===== config.mk =====
export PLATFORM = sky130hd
export DESIGN_NAME = uart_pixel_recv_flat
export DESIGN_NICKNAME = d
export VERILOG_FILES = /design/src/rtl/uart_pixel_recv_if.sv /design/src/rtl/uart_pixel_recv.sv /design/src/flat_wrapper.sv
export SDC_FILE = /design/constraint.sdc
export NUM_CORES = 1
export LEC_CHECK = 0
export BUFFER_PORTS_ARGS = -buffer_cell sky130_fd_sc_hd__buf_2
export CORE_AREA = 2 2 100 102
export DETAILED_ROUTE_END_ITERATION = 8
export DIE_AREA = 0 0 102 104
export PLACE_DENSITY = 0.65
export SYNTH_ARGS = -nofsm -noshare
export SYNTH_HDL_FRONTEND = slang
export SYNTH_SLANG_ARGS = --single-unit

===== constraint.sdc =====
create_clock -name sys_clk -period 5.74 [get_ports sys_clk]
set_input_delay 1.148 -clock sys_clk [delete_from_list [all_inputs] [get_ports sys_clk]]
set_output_delay 1.148 -clock sys_clk [all_outputs]
set_load 0.01 [all_outputs]

===== src/rtl/uart_pixel_recv_if.sv =====
// rtl/uart_pixel_recv_if.sv - pixel output bundle of uart_pixel_recv
// master: the receiver driving pixels; slave: the pixel-processing consumer.
interface uart_pixel_recv_if #(
  parameter int PIX_NUM = 65536
);
  localparam int CNT_W = $clog2(PIX_NUM + 1);

  logic [23:0]      pix_rgb;
  logic             pix_valid;
  logic [CNT_W-1:0] pix_cnt;
  logic             img_done;
  logic             frame_err;

  modport master (
    output pix_rgb,
    output pix_valid,
    output pix_cnt,
    output img_done,
    output frame_err
  );

  modport slave (
    input pix_rgb,
    input pix_valid,
    input pix_cnt,
    input img_done,
    input frame_err
  );
endinterface


===== src/rtl/uart_pixel_recv.sv =====
// rtl/uart_pixel_recv.sv - 8N1 UART receiver assembling R,G,B bytes into 24-bit pixels
// Optional partial-pixel idle timeout is enabled by defining UART_RX_TIMEOUT_EN.
module uart_pixel_recv #(
  parameter int CLK_FREQ     = 50000000,
  parameter int UART_BPS     = 115200,
  parameter int PIX_NUM      = 65536,
  parameter int TIMEOUT_BITS = 30
) (
  input  logic              sys_clk,
  input  logic              sys_rst_n,
  input  logic              uart_rxd,
  uart_pixel_recv_if.master pix_if
);
  localparam int BPS_CNT = CLK_FREQ / UART_BPS;
  localparam int BAUD_W  = $clog2(BPS_CNT + 1);
  localparam int CNT_W   = $clog2(PIX_NUM + 1);
  localparam logic [BAUD_W-1:0] HALF_END = BAUD_W'(BPS_CNT / 2 - 1);
  localparam logic [BAUD_W-1:0] FULL_END = BAUD_W'(BPS_CNT - 1);
  localparam logic [CNT_W-1:0]  PIX_LAST = CNT_W'(PIX_NUM - 1);

  typedef enum logic [1:0] {IDLE, START, DATA, STOP} state_t;

  state_t            state_q;
  logic              rxd_meta_q, rxd_sync_q, rxd_prev_q;
  logic [BAUD_W-1:0] baud_cnt_q;
  logic [2:0]        bit_idx_q;
  logic [7:0]        shift_q, shift_d;
  logic [1:0]        byte_idx_q;
  logic [7:0]        red_q, green_q;
  logic [23:0]       pix_rgb_q;
  logic              pix_valid_q;
  logic [CNT_W-1:0]  pix_cnt_q, pix_cnt_d;
  logic              img_done_q;
  logic              frame_err_q;
  logic              fall;
  logic              timeout_hit;

  always_ff @(posedge sys_clk or negedge sys_rst_n) begin
    if (!sys_rst_n) begin
      rxd_meta_q <= 1'b1;
      rxd_sync_q <= 1'b1;
      rxd_prev_q <= 1'b1;
    end else begin
      rxd_meta_q <= uart_rxd;
      rxd_sync_q <= rxd_meta_q;
      rxd_prev_q <= rxd_sync_q;
    end
  end

  assign fall      = rxd_prev_q & ~rxd_sync_q;
  assign shift_d   = {rxd_sync_q, shift_q[7:1]};
  assign pix_cnt_d = pix_cnt_q + 1'b1;

`ifdef UART_RX_TIMEOUT_EN
  localparam int TO_CYC = TIMEOUT_BITS * BPS_CNT;
  localparam int TO_W   = $clog2(TO_CYC + 1);
  logic [TO_W-1:0] idle_cnt_q;

  // Only meaningful while a pixel is partially assembled and the line is idle.
  always_ff @(posedge sys_clk or negedge sys_rst_n) begin
    if (!sys_rst_n) begin
      idle_cnt_q <= '0;
    end else if (fall || (byte_idx_q == 2'd0) || (state_q != IDLE) || timeout_hit) begin
      idle_cnt_q <= '0;
    end else begin
      idle_cnt_q <= idle_cnt_q + 1'b1;
    end
  end

  assign timeout_hit = (state_q == IDLE) && (byte_idx_q != 2'd0) &&
                       (idle_cnt_q == TO_W'(TO_CYC - 1));
`else
  assign timeout_hit = (TIMEOUT_BITS < 0);
`endif

  always_ff @(posedge sys_clk or negedge sys_rst_n) begin
    if (!sys_rst_n) begin
      state_q     <= IDLE;
      baud_cnt_q  <= '0;
      bit_idx_q   <= '0;
      shift_q     <= '0;
      byte_idx_q  <= '0;
      red_q       <= '0;
      green_q     <= '0;
      pix_rgb_q   <= '0;
      pix_valid_q <= 1'b0;
      pix_cnt_q   <= '0;
      img_done_q  <= 1'b0;
      frame_err_q <= 1'b0;
    end else begin
      pix_valid_q <= 1'b0;
      frame_err_q <= 1'b0;
      case (state_q)
        IDLE: begin
          baud_cnt_q <= '0;
          if (fall) begin
            state_q <= START;
          end else if (timeout_hit) begin
            byte_idx_q <= 2'd0;
          end
        end
        START: begin
          if (baud_cnt_q == HALF_END) begin
            baud_cnt_q <= '0;
            bit_idx_q  <= '0;
            state_q    <= rxd_sync_q ? IDLE : DATA;
          end else begin
            baud_cnt_q <= baud_cnt_q + 1'b1;
          end
        end
        DATA: begin
          if (baud_cnt_q == FULL_END) begin
            baud_cnt_q <= '0;
            shift_q    <= shift_d;
            bit_idx_q  <= bit_idx_q + 1'b1;
            if (bit_idx_q == 3'd7) state_q <= STOP;
          end else begin
            baud_cnt_q <= baud_cnt_q + 1'b1;
          end
        end
        STOP: begin
          // Leave at mid stop bit so the next start edge is never missed.
          if (baud_cnt_q == FULL_END) begin
            baud_cnt_q <= '0;
            state_q    <= IDLE;
            if (!rxd_sync_q) begin
              frame_err_q <= 1'b1;
              byte_idx_q  <= 2'd0;
            end else begin
              case (byte_idx_q)
                2'd0: begin
                  red_q      <= shift_q;
                  byte_idx_q <= 2'd1;
                end
                2'd1: begin
                  green_q    <= shift_q;
                  byte_idx_q <= 2'd2;
                end
                default: begin
                  pix_rgb_q   <= {red_q, green_q, shift_q};
                  pix_valid_q <= 1'b1;
                  byte_idx_q  <= 2'd0;
                  if (pix_cnt_q == PIX_LAST) begin
                    pix_cnt_q  <= '0;
                    img_done_q <= 1'b1;
                  end else begin
                    pix_cnt_q <= pix_cnt_d;
                  end
                end
              endcase
            end
          end else begin
            baud_cnt_q <= baud_cnt_q + 1'b1;
          end
        end
        default: state_q <= IDLE;
      endcase
    end
  end

  assign pix_if.pix_rgb   = pix_rgb_q;
  assign pix_if.pix_valid = pix_valid_q;
  assign pix_if.pix_cnt   = pix_cnt_q;
  assign pix_if.img_done  = img_done_q;
  assign pix_if.frame_err = frame_err_q;
endmodule


===== src/flat_wrapper.sv =====
// flat-port wrapper written by rule: the top's interface ports become plain ports
module uart_pixel_recv_flat 
#(
  parameter int CLK_FREQ     = 50000000,
  parameter int UART_BPS     = 115200,
  parameter int PIX_NUM      = 65536,
  parameter int TIMEOUT_BITS = 30
)
  (sys_clk, sys_rst_n, uart_rxd, pix_if_pix_rgb, pix_if_pix_valid, pix_if_pix_cnt, pix_if_img_done, pix_if_frame_err);
  uart_pixel_recv_if #(.PIX_NUM(PIX_NUM)) pix_if_i ();
  input  logic sys_clk;
  input  logic sys_rst_n;
  input  logic uart_rxd;
  output wire logic [$bits(pix_if_i.pix_rgb)-1:0] pix_if_pix_rgb;
  output wire logic [$bits(pix_if_i.pix_valid)-1:0] pix_if_pix_valid;
  output wire logic [$bits(pix_if_i.pix_cnt)-1:0] pix_if_pix_cnt;
  output wire logic [$bits(pix_if_i.img_done)-1:0] pix_if_img_done;
  output wire logic [$bits(pix_if_i.frame_err)-1:0] pix_if_frame_err;
  assign pix_if_pix_rgb = pix_if_i.pix_rgb;
  assign pix_if_pix_valid = pix_if_i.pix_valid;
  assign pix_if_pix_cnt = pix_if_i.pix_cnt;
  assign pix_if_img_done = pix_if_i.img_done;
  assign pix_if_frame_err = pix_if_i.frame_err;
  uart_pixel_recv #(.CLK_FREQ(CLK_FREQ), .UART_BPS(UART_BPS), .PIX_NUM(PIX_NUM), .TIMEOUT_BITS(TIMEOUT_BITS)) u_core (.sys_clk(sys_clk), .sys_rst_n(sys_rst_n), .uart_rxd(uart_rxd), .pix_if(pix_if_i));
endmodule

# Word-level counts from Yosys, hierarchy flattened
# Index checks and enable logic that the tools add are counted.
# W data, S select, Z words.
[op_classes] addsub=3 n_eq_ne=13 mux=23 bitwise=3 n_reduce_logical=13
[ops] operator="$pmux W9 S3" count=1
[ops] operator="$mux W9" count=2
[ops] operator="$add A17 B1 Y17 const B" count=1
[ops] operator="$eq A17 B16 Y1 const B" count=1
[ops] operator="$mux W17" count=1
[ops] operator="$mux W2" count=7
[ops] operator="$reduce_and A4 Y1" count=3
[ops] operator="$ne A2 B1 Y1 const B" count=5
[ops] operator="$reduce_and A5 Y1" count=2
[ops] operator="$add A9 B1 Y9 const B" count=1
[ops] operator="$eq A9 B8 Y1 const B" count=1
[ops] operator="$eq A9 B9 Y1 const B" count=1
[ops] operator="$pmux W2 S4" count=1
[ops] operator="$mux W1" count=7
[ops] operator="$mux W3" count=2
[ops] operator="$pmux W3 S2" count=1
[ops] operator="$eq A2 B1 Y1 const B" count=2
[ops] operator="$eq A2 B2 Y1 const B" count=2
[ops] operator="$logic_not A2 Y1" count=2
[ops] operator="$pmux W2 S2" count=1
[ops] operator="$reduce_and A2 Y1" count=2
[ops] operator="$reduce_or A2 Y1" count=2
[ops] operator="$add A3 B1 Y3 const B" count=1
[ops] operator="$eq A3 B3 Y1 const B" count=1
[ops] operator="4 further kinds" count=5
[totals] regBits=87 input_bits=3 out_inout_bits=44

# Longest topological paths before layout
# Gate-level depths: netlist of the first run.
[depth] depth_word=6 ltp_mapped=8

# Least setup slack after synthesis of the first run
# Ideal clock, no wire load.
[synth_path] path_kind="reg-to-reg" start="register u_core.baud_cnt_q[1]" end="register u_core.red_q[0]" arrival_ns=1.743 required_ns=5.615 slack_ns=3.872 stages_incl_launch_ff=7 path_buffers=0 synth_period_minus_slack_ns=1.868 cell_sequence="dfrtp_1 > inv_1 > ha_1 > and4b_2 > nand2_4 > nor4_4 > mux2_2"
[synth_via] elab_chain_len=2
[synth_lines] element="start: declaration" line_no="uart_pixel_recv.sv:25" rtl="logic [BAUD_W-1:0] baud_cnt_q;"
[synth_lines] element="start signal: assignment" line_no="uart_pixel_recv.sv:108" rtl="baud_cnt_q <= baud_cnt_q + 1'b1;"
[synth_lines] element="start signal: assignment" line_no="uart_pixel_recv.sv:118" rtl="baud_cnt_q <= baud_cnt_q + 1'b1;"
[synth_lines] element="start signal: assignment" line_no="uart_pixel_recv.sv:153" rtl="baud_cnt_q <= baud_cnt_q + 1'b1;"
[synth_lines] element="$eq A9 B9 Y1" line_no="uart_pixel_recv.sv:123" rtl="if (baud_cnt_q == FULL_END) begin"
[synth_lines] element="$reduce_and A4 Y1 (no source line)"
[synth_lines] element="end signal: assignment" line_no="uart_pixel_recv.sv:132" rtl="red_q <= shift_q;"
[synth_lines] element="end: declaration" line_no="uart_pixel_recv.sv:29" rtl="logic [7:0] red_q, green_q;"
# No other way between the ends.
# A chain may end at the register's enable or synchronous reset.

# Worst setup path in the final report of the first run
[layout_path] start="register u_core.baud_cnt_q[1]" end="register u_core.pix_cnt_q[16], in the netlist u_core.pix_if.pix_cnt[16]"
[layout_via] elab_chain_len=2
[layout_lines] element="$eq A9 B9 Y1" line_no="uart_pixel_recv.sv:123"
[layout_lines] element="$reduce_and A4 Y1 (no source line)"
[layout_lines] element="end signal: assignment" line_no="uart_pixel_recv.sv:147" rtl="pix_cnt_q <= pix_cnt_d;"
[layout_lines] element="end: declaration" line_no="uart_pixel_recv.sv:32" rtl="logic [CNT_W-1:0] pix_cnt_q, pix_cnt_d;"
# No other way between the ends.

==> results of run 1 <==
[Yosys cell counts (4+ instances only)]
master / number / share of area, %
a21oi_1: 5 / 0.67
buf_2: 7 / 0.93
ha_1: 6 / 2.0
nor3_1: 6 / 0.80
clkbuf_1: 6 / 0.60
o21ai_0: 5 / 0.67
nand3_1: 16 / 2.1
dfrtp_1: 84 / 56
nand4_1: 9 / 1.5
nor2_1: 12 / 1.2
a21o_1: 7 / 1.4
nor4_1: 4 / 0.67
mux2_2: 24 / 7.2
xor2_1: 4 / 0.93
nand2_1: 88 / 8.8
xnor2_1: 8 / 1.9
mux2i_1: 5 / 1.3
[cell families (layout without fill, tap and decap cells)]
logic type	Yosys count	count (layout)
AO/OA/AOI/OAI	29	29
XOR/XNOR	12	12
adder cells (fa/ha/maj)	6	6
buffers and inverters	19	67
flip-flops	87	87
multiplexers	29	29
AND/OR/NAND/NOR	160	160
[power breakdown]
group / internal [W] / switching (W) / total [W]
logic: 0.0000321 / 0.0000452 / 0.0000773
clock network: 0.000213 / 0.000200 / 0.000413
registers: 0.000638 / 0.0000280 / 0.000666
[registers in the layout (all words and copies together) (netlist names), 2 cells and up, named ones only]
signal	flops
u_core.bit_idx_q	3
u_core.byte_idx_q	2
u_core.pix_if.pix_rgb	24
u_core.baud_cnt_q	9
u_core.pix_if.pix_cnt	17
u_core.shift_q	8
u_core.red_q	8
u_core.green_q	8
[per-layer routing]
metal	wire (um)	GRT usage [%]
met5	0	0
met4	67	2.95
met3	363	4.37
met2	3530	23.3
met1	3260	19.7
[layout make-up]
cell class	instances	share of cell area, %
flip-flops and latches	87	50.8
multi-input cells	236	34.9
repair buffers	47	5.60
well taps	133	3.88
clock buffers	13	3.47
clock inverters	3	0.991
inverters	4	0.350
[metrics by stage]
step | std cells | util (%) | hold slack (ns) | power, W | setup WS [ns]
final | 523 | 45.0 | 0.362 | 0.00116 | 2.82
after global routing | 523 | 45.0 | 0.365 | 0.00122 | 2.48
after CTS | 523 | 45.0 | 0.363 | 0.00117 | 2.79
after detailed placement | 507 | 43.0 | 0.352 | 0.000755 | 2.81
after global placement | 507 | 43.0 | 0.346 | 0.000751 | 2.83
after floorplan | 342 | - | 0.345 | 0.000726 | 3.87
[worst max path at each step]
stage,start,end,slack (ns),cells after the start
2_1_floorplan,u_core.baud_cnt_q[1]$_DFF_PN0_,u_core.red_q[0]$_DFFE_PN0P_,3.87,6
3_3_place_gp,u_core.baud_cnt_q[1]$_DFF_PN0_,u_core.pix_if.pix_cnt[16]$_DFFE_PN0P_,2.83,7
3_5_place_dp,u_core.baud_cnt_q[1]$_DFF_PN0_,u_core.pix_if.pix_cnt[16]$_DFFE_PN0P_,2.81,7
4_1_cts,u_core.baud_cnt_q[1]$_DFF_PN0_,u_core.pix_if.pix_cnt[16]$_DFFE_PN0P_,2.79,7
5_1_grt,u_core.baud_cnt_q[1]$_DFF_PN0_,u_core.pix_if.pix_cnt[16]$_DFFE_PN0P_,2.48,7
6_report,u_core.baud_cnt_q[1]$_DFF_PN0_,u_core.pix_if.pix_cnt[16]$_DFFE_PN0P_,2.82,7
==> impl_metrics.json, run 1 <==
{
  "start_util_pct": 39.4,
  "multi_input_comb_area_um2": 1500,
  "ys_seq_elements": 87,
  "fillers": 938,
  "design_area_um2": 4290,
  "synthAdderAreaFrac_pct": 2.00,
  "required_ns": 5.98,
  "setup.worst_path.end_class": "flip-flop",
  "synth_top_family_by_area": "simple AND/OR/NAND/NOR gates",
  "syn_avg_cell_area_um2": 11.0,
  "viasPerCell": 5.03,
  "die_h_um": 104,
  "arrival_ns": 3.16,
  "regArea_um2": 2180,
  "tns_ns": 0,
  "setup_violations": 0,
  "critical-path-max-stage-delay_ns": 0.77,
  "syn-instance-count": 342,
  "start_kind": "flip-flop",
  "grt_max_degree": 88,
  "synth-simple-area-share_pct": 20.9,
  "cts_resized": 0,
  "tritoncts": "built",
  "wirelength_um": 7220,
  "holdPathStages": 0,
  "most-common-layout-cells": "88 x nand2_1, 84 x dfrtp_1, 45 x buf_2",
  "post_cts_buffers": 0,
  "nNetsFinal": 394,
  "cts_buffer_depth": 2,
  "design.die.area_um2": 10600,
  "drt-wirelength-per-cell_um": 13.8,
  "async_flop_share_pct": 100,
  "relSlewSlack_pct": 27.7,
  "synth_edf_count": 0,
  "fmax_ghz": 0.342,
  "status": "complete, no violations",
  "hp-class": "flip-flop to flip-flop",
  "synthesis.area_um2": 3760,
  "path_clk_slew_ns": 0.08,
  "grt_antenna_before_repair": 0,
  "synth_xor_xnor_area_share_pct": 2.79,
  "drt_iter0_drc": 128,
  "layout-drive-gt1-share_pct": 25.4,
  "rows": 36,
  "ctsHoldBuffers": 0,
  "ant_nets": 0,
  "tightest_slew_ns": 1.08,
  "antenna_cells": 0,
  "hold_viol": 0,
  "r2r_slack_ns": 2.82,
  "timing.final.crit_share_pct": 50.9,
  "cts_buffers": 9,
  "cp_slowest_cell": "inv_2",
  "grt_use_total_pct": 14.6,
  "worstSetupPathType": "flip-flop to flip-flop",
  "grt_pass1_wl_um": 12500,
  "synthToLayoutAreaGrowth_pct": 14.1,
  "grt_pass1_vias": 2569,
  "clock-skew-final_ns": 0.00726,
  "hp-start": "u_core.rxd_meta_q$_DFF_PN1_",
  "die_x_um": 102,
  "hpwlAfterDp_um": 4810,
  "synthMuxAreaShare_pct": 8.52,
  "cts_root_buf": "clkbuf_8",
  "max_cap_violations": 0,
  "cpMostUsedCell": "nand3_1",
  "cp_max_fo": 34,
  "htreeDepth": 3,
  "power.leakage_nw": 2.23,
  "cts.sinks": 87,
  "slew_violations": 0,
  "worstRegToRegCells": 7,
  "top_level_ports": 47,
  "ys_seq_area_share_pct": 58.0,
  "final_common_cell": "nand2_1",
  "drc": 0,
  "synth_compound_area_share_pct": 5.69,
  "io_buffers": 46,
  "fin_crit_ns": 2.92,
  "ir_drop_mv": 0.158,
  "holdPathEnd": "u_core.rxd_sync_q$_DFF_PN1_",
  "gr-total-overflow": 0,
  "crit_buf_inv": 2,
  "cp_top_family": "simple AND/OR/NAND/NOR gates",
  "core_region_area_um2": 9550,
  "synth.distinct_cells": 49,
  "power.density_nw_per_um2": 269,
  "yosysWarnings": 0,
  "dpl_cell_area_um2": 4100,
  "rsz0062_at_grt": "false",
  "synth_ff_type": "dfrtp_1",
  "clock_latency_ns": 0.34,
  "gp_congestion": 0.786,
  "r2r-start": "u_core.baud_cnt_q[1]$_DFF_PN0_",
  "synthesis.nets": 351,
  "dr.pass1.iters": 4,
  "vias": 2632,
  "r2r_end": "u_core.pix_if.pix_cnt[16]$_DFFE_PN0P_",
  "path_cells": "inv_1, ha_1, and4b_2, nand3_1, inv_2, nand3_1, o21a_1"
}
Power figures use the tool's default switching activity.
==> run 2: changes to the inputs <==
--- a/config.mk
+++ b/config.mk
@@ -5,11 +5,12 @@
 export SDC_FILE = /design/constraint.sdc
 export NUM_CORES = 1
 export LEC_CHECK = 0
+export ABC_AREA = 1
 export BUFFER_PORTS_ARGS = -buffer_cell sky130_fd_sc_hd__buf_2
-export CORE_AREA = 2 2 100 102
+export CORE_AREA = 2 2 103 105
 export DETAILED_ROUTE_END_ITERATION = 8
-export DIE_AREA = 0 0 102 104
-export PLACE_DENSITY = 0.65
+export DIE_AREA = 0 0 105 107
+export PLACE_DENSITY = 0.64
 export SYNTH_ARGS = -nofsm -noshare
 export SYNTH_HDL_FRONTEND = slang
 export SYNTH_SLANG_ARGS = --single-unit
==> constraint.sdc (replaced) <==
create_clock -name sys_clk -period 2.7 [get_ports sys_clk]
set_input_delay 0.54 -clock sys_clk [delete_from_list [all_inputs] [get_ports sys_clk]]
set_output_delay 0.54 -clock sys_clk [all_outputs]
set_load 0.01 [all_outputs]
==> impl_metrics.json, run 2 <==
{
  "htreeDepth": 3,
  "synth_top_area_share_pct": 53.2,
  "nNetsFinal": 493,
  "post_cts_buffers": 0,
  "worstSetupPathType": "flip-flop to flip-flop",
  "max_cap_violations": 0,
  "drc": 0,
  "synthTopCellsByCount": "145 x nand2_1, 84 x dfrtp_1, 36 x nor2_1",
  "clock_latency_ns": 0.35,
  "wirelength_um": 7810,
  "relSlewSlack_pct": 55.4,
  "antenna_cells": 0,
  "drt-wirelength-per-cell_um": 12.5,
  "synth.distinct_cells": 32,
  "path_clk_slew_ns": 0.09,
  "ant_nets": 0,
  "cp_max_fo": 29,
  "setup.worst_path.end_class": "flip-flop",
  "top_level_ports": 47,
  "cts_buffer_depth": 2,
  "gp_congestion": 0.848,
  "clock-skew-final_ns": 0.00670,
  "design.die.area_um2": 11200,
  "power.density_nw_per_um2": 634,
  "synth_edf_count": 0,
  "synthesis.nets": 445,
  "ys_seq_area_share_pct": 55.2,
  "tns_ns": 0,
  "cts_resized": 0,
  "syn-instance-count": 436,
  "fmax_ghz": 0.470,
  "cts_root_buf": "clkbuf_8",
  "tritoncts": "built",
  "ctsHoldBuffers": 0,
  "power.leakage_nw": 2.39,
  "start_kind": "flip-flop",
  "rsz0062_at_grt": "false",
  "grt_pass1_vias": 2928,
  "rows": 37,
  "viasPerCell": 4.76,
  "cts.sinks": 87,
  "setup_violations": 0,
  "synth_ff_type": "dfrtp_1",
  "slew_violations": 0,
  "fillers": 1006,
  "die_x_um": 105,
  "io_buffers": 46,
  "grt_pass1_wl_um": 13800,
  "largest_register_ffs": 24,
  "vias": 2972,
  "start_util_pct": 39.2,
  "most-common-layout-cells": "145 x nand2_1, 84 x dfrtp_1, 45 x buf_2",
  "synth_area_leader_cell": "dfrtp_1",
  "die_h_um": 107,
  "final_common_cell": "nand2_1",
  "gr-total-overflow": 0,
  "tightest_slew_ns": 0.669,
  "hold_viol": 0,
  "synthesis.area_um2": 3950,
  "hpwlAfterDp_um": 5480,
  "core_region_area_um2": 10100,
  "power_w": 0.00288,
  "yosysMostFrequentCell": "nand2_1",
  "fin_crit_ns": 2.13,
  "grt_antenna_before_repair": 0,
  "synthToLayoutAreaGrowth_pct": 15.0,
  "dr.pass1.iters": 4,
  "arrival_ns": 2.37,
  "grt_max_degree": 51,
  "required_ns": 2.94,
  "grt_use_total_pct": 15.4,
  "drt_iter0_drc": 131,
  "status": "complete, no violations",
  "cts_buffers": 9,
  "hp-class": "primary input to asynchronous set/reset pin",
  "yosysWarnings": 0,
  "ys_seq_elements": 87,
  "layout-drive-gt1-share_pct": 21.3,
  "timing.final.crit_share_pct": 78.7,
  "yosys-top-cells-area": "dfrtp_1 53%, nand2_1 14%, o21ai_2 3.8%",
  "async_flop_share_pct": 100,
  "ir_drop_mv": 0.319,
  "syn_avg_cell_area_um2": 9.06
}
[run 2: metrics by stage]
step                instance area [um^2]  cells  hold slack [ns]  utilization (%)  setup slack [ns]
finish                              4540    625            0.219             45.0             0.574
global route                        4540    625            0.258             45.0             0.364
CTS                                 4540    625            0.237             45.0             0.527
detailed placement                  4300    609            0.349             42.6             0.544
global placement                    4300    609            0.346             42.6             0.644
floorplan                           3950    436            0.244                -              1.23
[run 2: worst paths after layout]
check / slack, ns / from / depth (start not counted) / endpoint
min: 0.22 / sys_rst_n / 1 / u_core.pix_if.pix_cnt[0]$_DFFE_PN0P_
min reg2reg: 0.36 / u_core.rxd_meta_q$_DFF_PN1_ / 0 / u_core.rxd_sync_q$_DFF_PN1_
max reg2reg: 0.57 / u_core.baud_cnt_q[1]$_DFF_PN0_ / 8 / u_core.pix_if.pix_cnt[8]$_DFFE_PN0P_
max in group asynchronous: 1.79 / sys_rst_n / 2 / u_core.rxd_prev_q$_DFF_PN1_
min in group sys_clk: 0.27 / uart_rxd / 1 / u_core.rxd_meta_q$_DFF_PN1_
max: 0.57 / u_core.baud_cnt_q[1]$_DFF_PN0_ / 8 / u_core.pix_if.pix_cnt[8]$_DFFE_PN0P_
[run 2: layout make-up]
| class | instances | area [um^2] | area share (%) |
|---|---|---|---|
| repair buffers | 48 | 273 | 6.00 |
| clock buffers | 9 | 124 | 2.73 |
| clock inverters | 7 | 120 | 2.64 |
| multi-input cells | 300 | 1530 | 33.8 |
| inverters | 38 | 143 | 3.14 |
| flip-flops and latches | 87 | 2180 | 48.0 |
| well taps | 136 | 170 | 3.74 |
[run 2: power breakdown]
group	internal, W	switching [W]
sequential	0.00138	0.0000727
clock	0.000618	0.000483
combinational	0.000118	0.000212
total	0.00211	0.000768
[run 2: cell families (layout without fill, tap and decap cells)]
logic type	Yosys count	count (layout)	synth area share, %
compound gates	50	50	8.26
xor+xnor	13	13	2.88
fa+ha+maj	6	6	1.90
buf+inv	49	102	5.98
flops	87	87	55.2
mux	1	1	0.253
simple gates	230	230	25.5
[run 2: critical path: stages (launching register included)]
cell and delay, ns:
dfrtp_1 0.40, inv_1 0.09, ha_1 0.14, nand2_1 0.08
nor2_4 0.14, nand3_2 0.36, inv_2 0.52, nand2_1 0.12
xnor2_1 0.15
[run 2: metal layers]
| metal | up-vias | share of wire (%) | GRT usage [%] |
|---|---|---|---|
| li1 | 1468 | - | - |
| met1 | 1445 | 48 | 20.4 |
| met2 | 49 | 47 | 25.0 |
| met3 | 10 | 3.6 | 3.04 |
| met4 | 0 | 1.4 | 5.81 |
| met5 | - | 0 | 0 |
==> run 3: changes to the inputs <==
==> constraint.sdc (replaced) <==
create_clock -name sys_clk -period 2.2 [get_ports sys_clk]
set_input_delay 0.44 -clock sys_clk [delete_from_list [all_inputs] [get_ports sys_clk]]
set_output_delay 0.44 -clock sys_clk [all_outputs]
set_load 0.01 [all_outputs]
==> impl_metrics.json, run 3 (same netlist as run 2, synthesis figures left out) <==
{
  "swShare_pct": 29.4,
  "gr-total-overflow": 0,
  "hp-class": "primary input to asynchronous set/reset pin",
  "grt_pass1_wl_um": 13600,
  "fin_crit_ns": 1.79,
  "worstSetupPathType": "flip-flop to flip-flop",
  "setup_violations": 0,
  "internal_power_w": 0.00239,
  "grt_use_total_pct": 15.4,
  "htreeDepth": 3,
  "power.density_nw_per_um2": 750,
  "power_frac_seq_pct": 52.6,
  "hpwlAfterDp_um": 5650,
  "status": "complete, no violations",
  "antenna_cells": 0,
  "cp_max_fo": 7,
  "slew_violations": 0,
  "max_cap_violations": 0,
  "layout-drive-gt1-share_pct": 21.7,
  "design.die.area_um2": 11200,
  "vias": 2925,
  "wirelength_um": 7940,
  "io_buffers": 46,
  "ctsHoldBuffers": 0,
  "cts.sinks": 87,
  "largest_register_ffs": 24,
  "start_util_pct": 39.2,
  "fmax_ghz": 0.559,
  "cts_buffers": 9,
  "grt_antenna_before_repair": 0,
  "tns_ns": 0,
  "start_kind": "flip-flop",
  "gp_congestion": 0.891,
  "relSlewSlack_pct": 61.4,
  "dpl_cell_area_um2": 4300,
  "most-common-layout-cells": "145 x nand2_1, 84 x dfrtp_1, 45 x buf_2",
  "grt_pass1_vias": 2787,
  "comb_power_share_pct": 12.3,
  "synthToLayoutAreaGrowth_pct": 14.1,
  "rows": 37,
  "tritoncts": "built",
  "rsz0062_at_grt": "false",
  "cts_resized": 0,
  "die_h_um": 107,
  "drt-wirelength-per-cell_um": 12.6,
  "timing.final.crit_share_pct": 81.4,
  "hold_viol": 0,
  "ir_drop_mv": 0.354,
  "clock_latency_ns": 0.37,
  "final_common_cell": "nand2_1",
  "design_area_um2": 4510,
  "cts_buffer_depth": 2,
  "p_switching_w": 0.000995,
  "cts_root_buf": "clkbuf_8",
  "clock-skew-final_ns": 0.0154,
  "arrival_ns": 2.04,
  "grt_max_degree": 47,
  "p_clk_share_pct": 35.1,
  "drt_iter0_drc": 113,
  "drc": 0,
  "ant_nets": 0,
  "top_level_ports": 47,
  "core_region_area_um2": 10100,
  "path_clk_slew_ns": 0.09,
  "dr.pass1.iters": 4,
  "power.leakage_nw": 2.38,
  "post_cts_buffers": 0,
  "tightest_slew_ns": 0.579,
  "setup.worst_path.end_class": "flip-flop",
  "viasPerCell": 4.66,
  "nNetsFinal": 496,
  "required_ns": 2.45,
  "die_x_um": 105
}
run 3: changes by cell type in the layout (fill, tap and decap cells not counted):
| cell | before | now |
|---|---|---|
| inv_6 | 1 | 3 |
| buf_12 | 2 | 0 |
| clkinv_2 | 1 | 0 |
| bufinv_16 | 3 | 1 |
| inv_8 | 0 | 2 |
| clkinv_4 | 1 | 0 |
| buf_4 | 1 | 6 |
run 3: power by group through the flow:
| stage | clock, W | sequential [W] | combinational, W |
|---|---|---|---|
| finish | 0.00119 | 0.00178 | 0.000415 |
| global placement | 0 | 0.00180 | 0.000397 |
| CTS | 0.00122 | 0.00178 | 0.000421 |
| global route | 0.00129 | 0.00179 | 0.000480 |
| detailed placement | 0 | 0.00181 | 0.000413 |
| floorplan | 0 | 0.00179 | 0.000308 |
run 3: metal layers:
| metal | global-route usage, % | vias to the layer above | wire, um |
|---|---|---|---|
| met1 | 20.2 | 1379 | 3850 |
| met3 | 4.38 | 10 | 306 |
| met2 | 24.4 | 52 | 3670 |
| met5 | 0 | - | 0 |
| li1 | - | 1484 | - |
| met4 | 5.33 | 0 | 111 |
run 3: worst paths after layout:
| kind | startpoint | endpoint | slack [ns] | cells after the start |
|---|---|---|---|---|
| setup / recovery | u_core.pix_if.pix_cnt[1]$_DFFE_PN0P_ | u_core.pix_if.pix_cnt[3]$_DFFE_PN0P_ | 0.41 | 6 |
| hold / removal | sys_rst_n | u_core.pix_if.pix_valid$_DFF_PN0_ | 0.07 | 1 |
| setup reg to reg | u_core.pix_if.pix_cnt[1]$_DFFE_PN0P_ | u_core.pix_if.pix_cnt[3]$_DFFE_PN0P_ | 0.41 | 6 |
| hold reg to reg | u_core.rxd_meta_q$_DFF_PN1_ | u_core.rxd_sync_q$_DFF_PN1_ | 0.36 | 0 |
| max in group asynchronous | sys_rst_n | u_core.rxd_prev_q$_DFF_PN1_ | 1.44 | 2 |
| min in group sys_clk | uart_rxd | u_core.rxd_meta_q$_DFF_PN1_ | 0.18 | 1 |
run 3: area by class of cell:
type / instances / area, um^2
flip-flops and latches: 87 / 2180
repair buffers: 51 / 270
clock inverters: 7 / 86.3
inverters: 38 / 143
well taps: 136 / 170
clock buffers: 9 / 124
fillers: 1026 / 5580
multi-input cells: 300 / 1530
run 3: critical path, cell delays in order (launching register included):
cell	delay [ns]
dfrtp_1	0.42
ha_1	0.19
nand3_1	0.17
nor3_2	0.24
nand4_1	0.37
nand3b_1	0.22
nand2_1	0.07
run 3: per-stage QoR:
step / setup slack, ns / cells / util, % / hold WS (ns) / power, W
6_report: 0.410 / 628 / 44.7 / 0.0735 / 0.00338
5_1_grt: 0.166 / 628 / 44.7 / 0.104 / 0.00356
4_1_cts: 0.400 / 628 / 44.7 / 0.0715 / 0.00342
3_5_place_dp: 0.421 / 612 / 42.6 / 0.349 / 0.00222
3_3_place_gp: 0.502 / 612 / 42.6 / 0.349 / 0.00220
2_1_floorplan: 0.733 / 436 / - / 0.144 / 0.00210
